File: src/rtl/text_pkg.sv
`default_nettype none
// ============================================================================
// Module   : text_pkg (package)
// Purpose  : Shared constants and state encoding for the text tile RAM write
//            scheduler: tile RAM geometry, character width, clear character
//            and the scheduler state type.
// Revision : 1.0 - initial release
// ============================================================================
package text_pkg;

  localparam int ADDR_W    = 12;
  localparam int CHAR_W    = 7;
  localparam int NUM_COLS  = 80;
  localparam int NUM_ROWS  = 30;
  localparam int NUM_CELLS = NUM_COLS * NUM_ROWS;

  localparam logic [CHAR_W-1:0] CLEAR_CHAR = 7'h20;

  // Highest valid cell address; the clear counter stops here.
  localparam logic [ADDR_W-1:0] LAST_CELL = ADDR_W'(NUM_CELLS - 1);

  typedef enum logic [0:0] {
    S_IDLE  = 1'b0,
    S_CLEAR = 1'b1
  } state_t;

endpackage : text_pkg
`default_nettype wire

File: src/rtl/rr_arb2.sv
`default_nettype none
// ============================================================================
// Module   : rr_arb2
// Purpose  : Two-way round-robin arbiter. When enabled, grants at most one
//            requester (one-hot). On a tie the requester not granted last
//            wins. The last-grant pointer moves only when a grant is issued.
// Ports    : clk, reset (async, active-high)
//            en        - arbitration enable (slot and scheduler idle)
//            req[1:0]  - request vector
//            grant[1:0]- one-hot grant, combinational
// Revision : 1.0 - initial release
// ============================================================================
module rr_arb2 (
  input  logic       clk,
  input  logic       reset,
  input  logic       en,
  input  logic [1:0] req,
  output logic [1:0] grant
);

  // 1 = requester 1 was granted most recently. Resets to 1 so that
  // requester 0 wins the first tie.
  logic r_last;

  always_comb begin
    grant = 2'b00;
    if (en) begin
      if (req == 2'b11) begin
        grant = r_last ? 2'b01 : 2'b10;
      end else begin
        grant = req;
      end
    end
  end

  always_ff @(posedge clk or posedge reset) begin
    if (reset) begin
      r_last <= 1'b1;
    end else if (|grant) begin
      r_last <= grant[1];
    end
  end

endmodule : rr_arb2
`default_nettype wire

File: src/rtl/text_wr_sched.sv
`default_nettype none
// ============================================================================
// Module   : text_wr_sched
// Purpose  : Write scheduler for the 80x30 character tile RAM. Shares the
//            single RAM write port between two requesters and a full-screen
//            clear engine, issuing at most one write per pixel-tick slot.
// Config   : TEXT_WR_BLANK_ONLY_EN - when defined, slots are restricted to
//            pixel ticks during blanking (p_tick & ~video_on).
// Ports    : clk, reset (async, active-high)
//            video_on, p_tick           - from VGA controller
//            req0_*/req1_*               - valid/ready write requesters
//            clear_start                 - pulse, starts full-screen clear
//            clear_busy, clear_done      - clear engine status
//            drop_err                    - pulse on dropped out-of-range write
//            ram_we, ram_addr, ram_wdata - registered tile RAM write port
// Revision : 1.0 - initial release
// ============================================================================
module text_wr_sched
  import text_pkg::*;
(
  input  logic              clk,
  input  logic              reset,
  input  logic              video_on,
  input  logic              p_tick,
  input  logic              req0_valid,
  output logic              req0_ready,
  input  logic [ADDR_W-1:0] req0_addr,
  input  logic [CHAR_W-1:0] req0_data,
  input  logic              req1_valid,
  output logic              req1_ready,
  input  logic [ADDR_W-1:0] req1_addr,
  input  logic [CHAR_W-1:0] req1_data,
  input  logic              clear_start,
  output logic              clear_busy,
  output logic              clear_done,
  output logic              drop_err,
  output logic              ram_we,
  output logic [ADDR_W-1:0] ram_addr,
  output logic [CHAR_W-1:0] ram_wdata
);

  state_t            r_state;
  logic [ADDR_W-1:0] r_clr_cnt;

  logic              w_tick_slot;
  logic              w_slot;
  logic              w_arb_en;
  logic [1:0]        w_grant;
  logic [ADDR_W-1:0] w_addr;
  logic [CHAR_W-1:0] w_data;
  logic              w_in_range;

`ifdef TEXT_WR_BLANK_ONLY_EN
  assign w_tick_slot = p_tick & ~video_on;
`else
  logic w_unused_video_on;
  assign w_unused_video_on = video_on;
  assign w_tick_slot       = p_tick;
`endif

  // A write lands one cycle after its slot, so masking with ram_we keeps the
  // write enable from ever being high on back-to-back cycles, even if p_tick
  // were asserted on adjacent cycles.
  assign w_slot = w_tick_slot & ~ram_we;

  // clear_start wins over any handshake in the same cycle.
  assign w_arb_en = w_slot & (r_state == S_IDLE) & ~clear_start;

  rr_arb2 u_arb (
    .clk   (clk),
    .reset (reset),
    .en    (w_arb_en),
    .req   ({req1_valid, req0_valid}),
    .grant (w_grant)
  );

  assign req0_ready = w_grant[0];
  assign req1_ready = w_grant[1];

  assign w_addr     = w_grant[1] ? req1_addr : req0_addr;
  assign w_data     = w_grant[1] ? req1_data : req0_data;
  assign w_in_range = (w_addr <= LAST_CELL);

  always_ff @(posedge clk or posedge reset) begin
    if (reset) begin
      r_state    <= S_IDLE;
      r_clr_cnt  <= '0;
      clear_busy <= 1'b0;
      clear_done <= 1'b0;
      drop_err   <= 1'b0;
      ram_we     <= 1'b0;
      ram_addr   <= '0;
      ram_wdata  <= '0;
    end else begin
      ram_we     <= 1'b0;
      clear_done <= 1'b0;
      drop_err   <= 1'b0;

      case (r_state)
        S_IDLE: begin
          if (clear_start) begin
            r_state    <= S_CLEAR;
            r_clr_cnt  <= '0;
            clear_busy <= 1'b1;
          end else if (|w_grant) begin
            // Out-of-range requests are accepted but never reach the RAM.
            if (w_in_range) begin
              ram_we    <= 1'b1;
              ram_addr  <= w_addr;
              ram_wdata <= w_data;
            end else begin
              drop_err  <= 1'b1;
            end
          end
        end

        S_CLEAR: begin
          // The final write's cycle carries clear_done; leave CLEAR after it.
          if (clear_done) begin
            r_state    <= S_IDLE;
            clear_busy <= 1'b0;
          end else if (w_slot) begin
            ram_we    <= 1'b1;
            ram_addr  <= r_clr_cnt;
            ram_wdata <= CLEAR_CHAR;
            if (r_clr_cnt == LAST_CELL) begin
              clear_done <= 1'b1;
            end else begin
              r_clr_cnt <= r_clr_cnt + 1'b1;
            end
          end
        end

        default: r_state <= S_IDLE;
      endcase
    end
  end

endmodule : text_wr_sched
`default_nettype wire

File: config.mk
export PLATFORM = sky130hd
export DESIGN_NAME = text_wr_sched
export DESIGN_NICKNAME = d
export VERILOG_FILES = /design/src/rtl/text_pkg.sv /design/src/rtl/rr_arb2.sv /design/src/rtl/text_wr_sched.sv
export SDC_FILE = /design/constraint.sdc
export NUM_CORES = 1
export LEC_CHECK = 0
export BUFFER_PORTS_ARGS = -buffer_cell sky130_fd_sc_hd__buf_2
export CAP_MARGIN = 20
export CORE_MARGIN = 2
export CORE_UTILIZATION = 45
export CTS_CLUSTER_SIZE = 10
export DETAILED_ROUTE_END_ITERATION = 10
export PLACE_DENSITY_LB_ADDON = 0.12
export SETUP_SLACK_MARGIN = 0.5
export SYNTH_ARGS = -nofsm -noshare
export SYNTH_HDL_FRONTEND = slang
export SYNTH_SLANG_ARGS = --single-unit
File: constraint.sdc
create_clock -name clk -period 3 [get_ports clk]
set_input_delay 0.6 -clock clk [delete_from_list [all_inputs] [get_ports clk]]
set_output_delay 0.6 -clock clk [all_outputs]
set_load 0.01 [all_outputs]
==> results of run 1 <==
## metrics by stage
stage | util, % | setup WS (ns) | instances | total power [mW] | hold WS (ns)
floorplan | - | 0.851 | 252 | 0.828 | 0.521
global placement | 54.0 | 0.566 | 379 | 0.936 | 0.486
detailed placement | 54.0 | 0.530 | 379 | 0.945 | 0.493
CTS | 55.6 | 0.542 | 387 | 1.28 | 0.322
global route | 55.9 | 0.627 | 387 | 1.36 | 0.345
finish | 55.9 | 0.688 | 387 | 1.27 | 0.307
## state kept, by name, indices dropped and copies added (netlist names)
register,count
r_clr_cnt,12
ram_addr,12
ram_wdata,7
clear_busy,1
clear_done,1
drop_err,1
r_state,1
ram_we,1
u_arb.r_last,1
## final timing paths
| kind | from | end | slack (ns) | depth (start not counted) |
|---|---|---|---|---|
| max in group asynchronous | reset | r_state | 1.98 | 3 |
| worst min-delay path | reset | ram_addr[5] | 0.31 | 2 |
| worst max-delay path | ram_we | req1_ready | 0.69 | 3 |
| worst min register to register | ram_addr[6] | ram_addr[6] | 0.51 | 1 |
| worst max register to register | u_arb.r_last | ram_addr[11] | 0.89 | 4 |
| min in group clk | ram_addr[6] | ram_addr[6] | 0.51 | 1 |
## worst register-to-register path, stage by stage, from the launching register on
cell and delay [ns]:
sky130_fd_sc_hd__dfstp_2 0.56, sky130_fd_sc_hd__a21bo_2 0.25, sky130_fd_sc_hd__o211ai_1 0.21, sky130_fd_sc_hd__a31oi_4 0.59, sky130_fd_sc_hd__mux2_2 0.40
## area by class of cell
type	instances	share of cell area, %
multi-input combinational	181	45.3
sequential	37	32.7
timing repair buffer	75	13.9
tap	70	3.09
clock buffer	6	2.56
inverter	16	2.12
clock inverter	2	0.353
## layer usage
metal / wire, microns / vias to the layer above / track usage (%)
li1: - / 1060 / -
met1: 2830 / 1030 / 29.9
met2: 2670 / 64 / 32.2
met3: 355 / 6 / 5.21
met4: 53 / 0 / 6.18
met5: 0 / - / 0
## where the power goes
part           switching [mW]  leakage, nW  internal, mW
clock                   0.176       0.0450         0.161
sequential             0.0736        0.479         0.565
combinational           0.144        0.860         0.155
total                   0.393         1.38         0.881
## cell families (layout without fill, tap and decap cells)
logic type      after synthesis  after routing  share of synthesized area [%]
mux                          21             21                           11.1
fa+ha+maj                     1              1                          0.535
simple gates                 94             94                           22.4
buf+inv                      34             99                           6.15
flops                        37             37                           39.6
compound gates               65             65                           20.2
## placed cells by master (no fill, tap or decap), types with 5 or more instances in the layout
master,instances
sky130_fd_sc_hd__dfrtp_1,36
sky130_fd_sc_hd__buf_2,68
sky130_fd_sc_hd__nand3_1,24
sky130_fd_sc_hd__clkbuf_8,5
sky130_fd_sc_hd__mux2i_1,9
sky130_fd_sc_hd__a21o_1,8
sky130_fd_sc_hd__buf_4,7
sky130_fd_sc_hd__nand2_1,26
sky130_fd_sc_hd__inv_1,16
sky130_fd_sc_hd__o21ai_0,11
sky130_fd_sc_hd__mux2_4,9
sky130_fd_sc_hd__a21oi_1,9
sky130_fd_sc_hd__nor2_1,12
sky130_fd_sc_hd__o31ai_1,7
sky130_fd_sc_hd__o311ai_0,12
==> flow_summary.rst, run 1 <==
.. list-table::
   :header-rows: 1

   * - Metric
     - Value
   * - Iteration-0 DRC count of the detailed router
     - 84
   * - Time the worst path needs with I/O delays and setup
     - around 2.3 ns
   * - Die W
     - around 76 microns
   * - Static power due to leakage
     - 1.38 nW
   * - Floorplan die area
     - between 0.005 and 0.006 sq mm
   * - Most numerous cell in the Yosys netlist
     - sky130_fd_sc_hd__dfrtp_1
   * - Avg Synthesized Cell Area
     - approximately 9.3 sq um
   * - Cell area after placement
     - roughly 0.0027 sq mm
   * - Final net count
     - ~360
   * - Initial standard-cell utilization of the core
     - between 40% and 50%
   * - Largest fanout on the critical path
     - 8
   * - Setup clock skew after layout
     - 0.00420 ns
   * - Post-synth design cell area
     - 0.00234 sq mm
   * - Clock transition at path regs
     - around 0.070 ns
   * - Floorplan Core Area
     - slightly above 0.005 sq mm
   * - Post-route cell area
     - around 0.0028 sq mm
   * - Detail-routed net length per standard cell
     - about 15 microns
   * - Power density of the placed cells
     - 449 mW/mm^2
   * - Critical path's largest stage delay
     - approximately 0.66 ns
   * - Average via count per standard cell
     - roughly 5.6
   * - Most instantiated flip-flop cell in the synthesis netlist
     - sky130_fd_sc_hd__dfrtp_1
   * - Arrival @ worst endpoint
     - between 1.5 and 2 ns
   * - Post-CTS sizing
     - 0
   * - Max Cap Viol
     - 0
   * - Leading post-synthesis cells by instance count
     - sky130_fd_sc_hd__dfrtp_1 (36), sky130_fd_sc_hd__nand2_1 (26), sky130_fd_sc_hd__nand3_1 (24), sky130_fd_sc_hd__inv_1 (16), sky130_fd_sc_hd__clkbuf_1 (13)
   * - Max_slew headroom
     - 59.1%
   * - Number of antenna violations at the first check in global routing
     - 0
   * - Overall routed net length
     - 5900 microns
   * - Clock tree from TritonCTS
     - done
   * - Sum of buffers and inverters on the critical path
     - 1
   * - Ratio of cells with drive above 1 in the final layout
     - between 30% and 40%
   * - Std cell rows
     - 26
   * - Cell taking the most area after synthesis
     - sky130_fd_sc_hd__dfrtp_1
   * - Count of port buffers added during placement
     - between 60 and 70
   * - Source-to-sink clock delay at the later pin of the worst-skew pair
     - between 0.2 and 0.3 ns
   * - Slew at the pin closest to its max-slew limit
     - approximately 0.61 ns
   * - Crit path capture type
     - primary output
   * - Status
     - finished clean
   * - Count of final setup violators
     - 0
   * - Ant diodes
     - 0
   * - Area share of the leading cell type in the synthesized netlist
     - between 30 and 40%
   * - Total clock sinks
     - 37
   * - Register area
     - 927 sq um
   * - Count of antenna-violating nets left after detailed routing
     - 0
   * - Class of the tightest hold or removal check
     - input pin to asynchronous set/reset pin
   * - Layout filler cell count
     - approximately 500
   * - Number of slew-limit violations in the final report
     - 0
   * - Critical setup path kind
     - register to primary output
   * - F_max
     - about 430 MHz
   * - Main area contributors after synthesis
     - sky130_fd_sc_hd__dfrtp_1 (39%), sky130_fd_sc_hd__mux2_4 (5.8%), sky130_fd_sc_hd__nand3_1 (5.1%)
   * - Data required time of the worst path
     - around 2.4 ns
   * - Vias after detailed routing
     - between 2,000 and 2,500
   * - Die Span Y
     - 76.1 microns
   * - TritonCTS Buffers
     - 5
   * - # IOs
     - 70
   * - Element type at the critical path start
     - register
   * - Top Family by Delay on Critical Path
     - simple AND/OR/NAND/NOR gates
   * - Yosys synthesis warning count
     - 0
   * - Number of instances in the synthesized netlist
     - 252
   * - Count of different cell masters after synthesis
     - 46
   * - Proportion of synthesized chip area in sequential cells
     - 39.6%
   * - Pin count of the biggest net entering global routing
     - 44
   * - Post-route fraction of the period consumed by the critical path
     - approximately 77%
   * - Router iterations before antenna repair
     - 4
   * - Count of state elements after synthesis
     - 37
   * - Vias in the first global route
     - around 2,000
   * - Post-detailed-placement half-perimeter wirelength
     - approximately 4300 microns
   * - Post-Synthesis Net Count
     - between 200 and 300
   * - Tot GR Track Use
     - a little over a fifth
   * - Global placement routability congestion
     - 0.837
   * - Final-report hold violation count
     - 0
   * - Post CTS Setup Buffer Count
     - 0
   * - Max Root-Sink Buffers
     - 2
   * - Area occupied by multi-input gates
     - approximately 0.0013 sq mm
   * - Asr flop ratio synth
     - 100%
   * - Number of buffers added to fix hold violations after cts
     - 0
   * - Number of design rule violations left after detail routing
     - 0
   * - CP Cell Sequence
     - or4b_4 > nor2_4 > buf_2
   * - Total overflow reported by the global router
     - 0
   * - Slowest-stage cell, CP
     - sky130_fd_sc_hd__or4b_4
   * - Fin Setup TNS
     - 0 ns
   * - Root buffer selected by CTS
     - sky130_fd_sc_hd__clkbuf_8
   * - Global-route wire length before repair
     - 9980 microns
   * - IR Drop Worst-Case VDD
     - 229 uV
   * - Number of enable flip-flop cells after synthesis
     - 0
   * - H-Tree Level Count
     - 2
   * - Syn-to-layout area delta
     - 21.3%
   * - Unrepaired setup endpoints after global routing
     - no
Power figures use the tool's default switching activity.
==> inputs of run 2 (changes only) <==
- clock period: 3 -> 1.87 ns (I/O delays scaled with it)
==> flow_summary.rst, run 2 (same netlist as run 1, synthesis figures left out) <==
.. list-table::
   :header-rows: 1

   * - Metric
     - Value
   * - Number of slew-limit violations in the final report
     - 0
   * - Initial standard-cell utilization of the core
     - 46.1%
   * - Max Cap Viol
     - 0
   * - Critical setup path kind
     - register to primary output
   * - Arrival @ worst endpoint
     - approximately 1.7 ns
   * - Post-route fraction of the period consumed by the critical path
     - 111%
   * - Detail-routed net length per standard cell
     - between 15 and 20 microns
   * - Sum of internal, switching and leakage power
     - 2.56 mW
   * - Area occupied by multi-input gates
     - around 0.0015 sq mm
   * - Slew at the pin closest to its max-slew limit
     - 0.582 ns
   * - Floorplan Core Area
     - 0.00507 sq mm
   * - Post-detailed-placement half-perimeter wirelength
     - 4500 microns
   * - Root buffer selected by CTS
     - sky130_fd_sc_hd__clkbuf_8
   * - Ant diodes
     - 0
   * - Switching Power
     - 0.749 mW
   * - Post-route cell area
     - around 0.0037 sq mm
   * - Switching fraction of total power
     - between 20% and 30%
   * - Global-route wire length before repair
     - 11,200 microns
   * - Source-to-sink clock delay at the later pin of the worst-skew pair
     - ~0.29 ns
   * - Element type at the critical path start
     - register
   * - Final worst-path setup slack
     - -0.213 ns
   * - Total overflow reported by the global router
     - 0
   * - Violated checks
     - negative setup slack
   * - Time the worst path needs with I/O delays and setup
     - approximately 2.1 ns
   * - Tot GR Track Use
     - approximately a quarter
   * - Pin count of the biggest net entering global routing
     - 38
   * - Status
     - complete, but fails checks
   * - Total clock sinks
     - 37
   * - Average via count per standard cell
     - between 5 and 6
   * - Number of design rule violations left after detail routing
     - 0
   * - Data required time of the worst path
     - 1.50 ns
   * - Top flop regs
     - r_clr_cnt: 12 flops, ram_addr: 12 flops, ram_wdata: 7 flops
   * - Power density of the placed cells
     - approximately 700 mW/mm^2
   * - Iteration-0 DRC count of the detailed router
     - 128
   * - Internal power summed over all cells
     - ~1.8 mW
   * - Std cell rows
     - 26
   * - Setup clock skew after layout
     - between 0.007 and 0.008 ns
   * - Number of buffers added to fix hold violations after cts
     - 0
   * - Static power due to leakage
     - around 1.8 nW
   * - Final net count
     - 417
   * - Die W
     - between 70 and 80 microns
   * - Register area
     - ~930 sq um
   * - Crit path capture type
     - primary output
   * - Count of final setup violators
     - 22
   * - Vias after detailed routing
     - about 2,500
   * - H-Tree Level Count
     - 2
   * - Most common cell after layout, fill and taps aside
     - sky130_fd_sc_hd__buf_2
   * - Post-layout utilization of the core
     - 72.0%
   * - Vias in the first global route
     - between 2,000 and 2,500
   * - F_max
     - 480 MHz
   * - Floorplan die area
     - 0.00579 sq mm
   * - Cell area after placement
     - roughly 0.003 sq mm
   * - Class of the tightest hold or removal check
     - input pin to asynchronous set/reset pin
   * - Ratio of cells with drive above 1 in the final layout
     - 51.6%
   * - Commonest cells after routing, fill and taps aside
     - sky130_fd_sc_hd__buf_2 (66), sky130_fd_sc_hd__buf_4 (39), sky130_fd_sc_hd__dfrtp_1 (35), sky130_fd_sc_hd__nand2_1 (25), sky130_fd_sc_hd__nand3_1 (24)
   * - Count of antenna-violating nets left after detailed routing
     - 0
   * - Count of port buffers added during placement
     - 68
   * - Max_slew headroom
     - 61.0%
   * - Router iterations before antenna repair
     - 5
   * - Layout filler cell count
     - 393
   * - Global placement routability congestion
     - between 0.8 and 0.9
   * - IR Drop Worst-Case VDD
     - approximately 410 uV
   * - Largest fanout on the critical path
     - 4
   * - TritonCTS Buffers
     - 5
   * - Relative contribution of the clock network to total power
     - about a third
   * - Syn-to-layout area delta
     - 56.2%
   * - Die Span Y
     - 76.1 microns
   * - Unrepaired setup endpoints after global routing
     - yes
   * - Final-report hold violation count
     - 0
   * - Max Root-Sink Buffers
     - 2
   * - Clock tree from TritonCTS
     - done
   * - Clock transition at path regs
     - approximately 0.08 ns
   * - Overall routed net length
     - 7720 microns
   * - Part of the power in combinational logic
     - ~28%
   * - # IOs
     - 70
   * - Sequential share of power
     - 39.3%
   * - Number of antenna violations at the first check in global routing
     - 0
[run 2: routing by layer]
layer	share of wire (%)	vias to the layer above	routed length, microns	track usage, %
met4	2.1	0	164	9.64
met5	0	-	0	0
met3	6.7	17	521	5.92
met2	49	104	3750	38.4
met1	43	1202	3280	31.7
li1	-	1180	-	-
[run 2: per-stage QoR]
stage / std cells / hold slack (ns) / setup slack, ns / setup TNS, ns
finish: 442 / 0.185 / -0.213 / -2.60
global route: 442 / 0.250 / -0.286 / -3.65
CTS: 433 / 0.198 / -0.183 / -1.71
detailed placement: 408 / 0.488 / -0.154 / -2.09
global placement: 408 / 0.484 / -0.158 / -2.18
floorplan: 252 / 0.521 / -0.0138 / -0.124
[run 2: final cells by class]
class,count,area share [%]
repair buffers,129,25.4
clock buffers,5,1.88
multi-input cells,182,41.5
clock inverters,3,1.78
flip-flops and latches,37,25.4
inverters,16,1.64
well taps,70,2.40
[run 2: worst max-delay path, cell delays in order, from the launching register on]
cell and delay [ns]:
sky130_fd_sc_hd__dfrtp_1 0.40, sky130_fd_sc_hd__buf_4 0.15, sky130_fd_sc_hd__buf_8 0.12, sky130_fd_sc_hd__nor4b_4 0.29, sky130_fd_sc_hd__buf_4 0.19, sky130_fd_sc_hd__nand2_2 0.05, sky130_fd_sc_hd__nor2_1 0.08, sky130_fd_sc_hd__buf_2 0.13
[run 2: final timing paths]
kind	start	endpoint	slack [ns]	cells after the start
worst min-delay path	reset	ram_addr[2]	0.18	3
worst max register to register	r_state	ram_addr[6]	-0.20	8
min in group clk	req1_data[5]	ram_wdata[5]	0.40	3
worst min register to register	ram_addr[8]	ram_addr[8]	0.51	1
max in group asynchronous	reset	r_clr_cnt[5]	1.32	3
worst max-delay path	r_state	req0_ready	-0.21	7
[run 2: power groups by stage]
stage | Combinational [mW] | Sequential (mW) | Clock (mW)
2_1_floorplan | 0.318 | 1.02 | 0
3_3_place_gp | 0.570 | 1.00 | 0
3_5_place_dp | 0.576 | 1.01 | 0
4_1_cts | 0.640 | 0.989 | 0.843
5_1_grt | 0.775 | 1.02 | 0.887
6_report | 0.715 | 1.01 | 0.838
[run 2: timing repair]
| item | in CTS | in global routing |
|---|---|---|
| setup buffers | 16 | 9 |
| cloned | 1 | 0 |
| endpoints found under the setup margin | 36 | 37 |
| pin swaps | 21 | 16 |
| gates resized for setup | 32 | 47 |
==> inputs of run 3 (changes only) <==
- CORE_UTILIZATION: 45 -> 47
==> flow_summary.rst, run 3 (same netlist as run 1, synthesis figures left out) <==
.. list-table::
   :header-rows: 1

   * - Metric
     - Value
   * - Max Root-Sink Buffers
     - 2
   * - Met2 track utilization from global routing
     - between 40% and 50%
   * - Global-route wire length before repair
     - between 10,000 and 15,000 microns
   * - Arrival @ worst endpoint
     - 1.69 ns
   * - Vias after detailed routing
     - about 2,500
   * - Std cell rows
     - 25
   * - Pre-CTS setup slack
     - -0.168 ns
   * - Detail-routed net length per standard cell
     - around 17 microns
   * - Number of buffers added to fix hold violations after cts
     - 0
   * - Status
     - complete, but fails checks
   * - Vias in the first global route
     - ~2,300
   * - Post-route fraction of the period consumed by the critical path
     - 110%
   * - Global routing's busiest layer
     - met2
   * - Most common cell after layout, fill and taps aside
     - sky130_fd_sc_hd__buf_2
   * - Max Cap Viol
     - 0
   * - Fin Setup TNS
     - -1.83 ns
   * - Max_slew headroom
     - about 67%
   * - Floorplan Core Area
     - 0.00475 sq mm
   * - Crit path capture type
     - primary output
   * - Post-route cell area
     - 0.00355 sq mm
   * - Post-detailed-placement half-perimeter wirelength
     - 4550 microns
   * - Critical setup path kind
     - register to primary output
   * - Global placement routability congestion
     - 0.826
   * - Placed Cells incl. Taps
     - 403
   * - # IOs
     - 70
   * - Largest fanout on the critical path
     - 3
   * - Number of slew-limit violations in the final report
     - 0
   * - Class of the tightest hold or removal check
     - input pin to asynchronous set/reset pin
   * - Final worst-path setup slack
     - -0.191 ns
   * - Sum of internal, switching and leakage power
     - 2.27 mW
   * - Final-report hold violation count
     - 0
   * - Element type at the critical path start
     - register
   * - Count of antenna-violating nets left after detailed routing
     - 0
   * - Tot GR Track Use
     - between 20 and 30%
   * - Setup clock skew after layout
     - 0.00363 ns
   * - Count of port buffers added during placement
     - 68
   * - Number of design rule violations left after detail routing
     - 0
   * - Static power due to leakage
     - ~1.7 nW
   * - F_max
     - 485 MHz
   * - Source-to-sink clock delay at the later pin of the worst-skew pair
     - between 0.2 and 0.3 ns
   * - Time the worst path needs with I/O delays and setup
     - slightly above 2 ns
   * - H-Tree Level Count
     - 2
   * - Router iterations before antenna repair
     - 4
   * - IR Drop Worst-Case VDD
     - about 560 uV
   * - Final net count
     - 416
   * - Overall routed net length
     - 7510 microns
   * - Pin count of the biggest net entering global routing
     - 38
   * - Commonest cells after routing, fill and taps aside
     - sky130_fd_sc_hd__buf_2 (67), sky130_fd_sc_hd__buf_4 (38), sky130_fd_sc_hd__dfrtp_1 (36), sky130_fd_sc_hd__nand3_1 (24), sky130_fd_sc_hd__nand2_1 (24)
   * - TritonCTS Buffers
     - 5
   * - Power density of the placed cells
     - between 600 and 700 mW/mm^2
   * - Total overflow reported by the global router
     - 0
   * - Number of antenna violations at the first check in global routing
     - 0
   * - Die Span Y
     - 74.5 microns
   * - Total clock sinks
     - 37
   * - Top flop regs
     - r_clr_cnt: 12 flops, ram_addr: 12 flops, ram_wdata: 7 flops
   * - Initial standard-cell utilization of the core
     - between 40% and 50%
   * - Global routing met1 resource utilization
     - 35.2%
   * - Average via count per standard cell
     - roughly 5.7
   * - Ratio of cells with drive above 1 in the final layout
     - 49.2%
   * - Iteration-0 DRC count of the detailed router
     - roughly 170
   * - Ant diodes
     - 0
   * - Non-Filler Instances
     - 437
   * - Floorplan die area
     - 0.00556 sq mm
   * - Clock tree from TritonCTS
     - done
   * - Unrepaired setup endpoints after global routing
     - yes
   * - M3 GR Usage
     - between 4 and 5%
   * - Data required time of the worst path
     - around 1.5 ns
   * - Clock transition at path regs
     - 0.08 ns
   * - Root buffer selected by CTS
     - sky130_fd_sc_hd__clkbuf_8
   * - Violated checks
     - negative setup slack
   * - Syn-to-layout area delta
     - 51.7%
   * - Cell area after placement
     - about 0.0030 sq mm
   * - Count of final setup violators
     - 16
   * - Die W
     - 74.5 microns
   * - Slew at the pin closest to its max-slew limit
     - ~0.50 ns
==> run 3: per-stage QoR <==
| step | hold slack (ns) | utilization [%] |
|---|---|---|
| after global routing | 0.247 | 74.6 |
| after detailed placement | 0.488 | 62.7 |
| after floorplan | 0.521 | - |
| final | 0.200 | 74.6 |
| after CTS | 0.203 | 72.0 |
| after global placement | 0.487 | 62.7 |
==> run 3: cell type report <==
cell class	instances	area [sq um]
Fill cell	361	1210
Inverter	16	60.1
Tap cell	67	83.8
Clock buffer	7	86.3
Sequential cell	37	927
Timing Repair Buffer	129	942
Multi-Input combinational cell	181	1450
==> run 3: final timing paths <==
check | startpoint | end | slack [ns] | depth (start not counted)
worst min register to register | ram_addr[6] | ram_addr[6] | 0.50 | 1
min in group clk | req1_data[5] | ram_wdata[5] | 0.39 | 3
worst max-delay path | r_state | req1_ready | -0.19 | 5
worst max register to register | r_state | ram_addr[5] | -0.14 | 7
worst min-delay path | reset | r_clr_cnt[11] | 0.20 | 3
max in group asynchronous | reset | u_arb.r_last | 1.31 | 3
==> run 3: layer usage <==
layer	share of wire [%]	wire length, microns
met1	42	3170
met4	2.6	193
met2	50	3740
met5	0	0
met3	5.4	405
==> run 3: timing repair <==
action | in CTS | in global routing
endpoints found under the hold margin | 0 | 0
setup endpoints to repair | 36 | 36
gates resized for setup | 41 | 22
pin swaps | 23 | 11
cloned | 1 | 0
buffers inserted | 20 | 6
==> run 3: worst max-delay path: stages, from the launching register on <==
cell and delay, ns:
sky130_fd_sc_hd__dfrtp_1 0.38, sky130_fd_sc_hd__or4b_1 0.53, sky130_fd_sc_hd__buf_6 0.15, sky130_fd_sc_hd__nor2_4 0.12
sky130_fd_sc_hd__buf_12 0.12, sky130_fd_sc_hd__buf_6 0.09
==> run 3: power by group <==
part	total, mW	leakage [nW]	internal, mW	switching [mW]
logic	0.688	1.22	0.358	0.330
clock network	0.587	0.0443	0.293	0.294
registers	0.997	0.479	0.906	0.0910
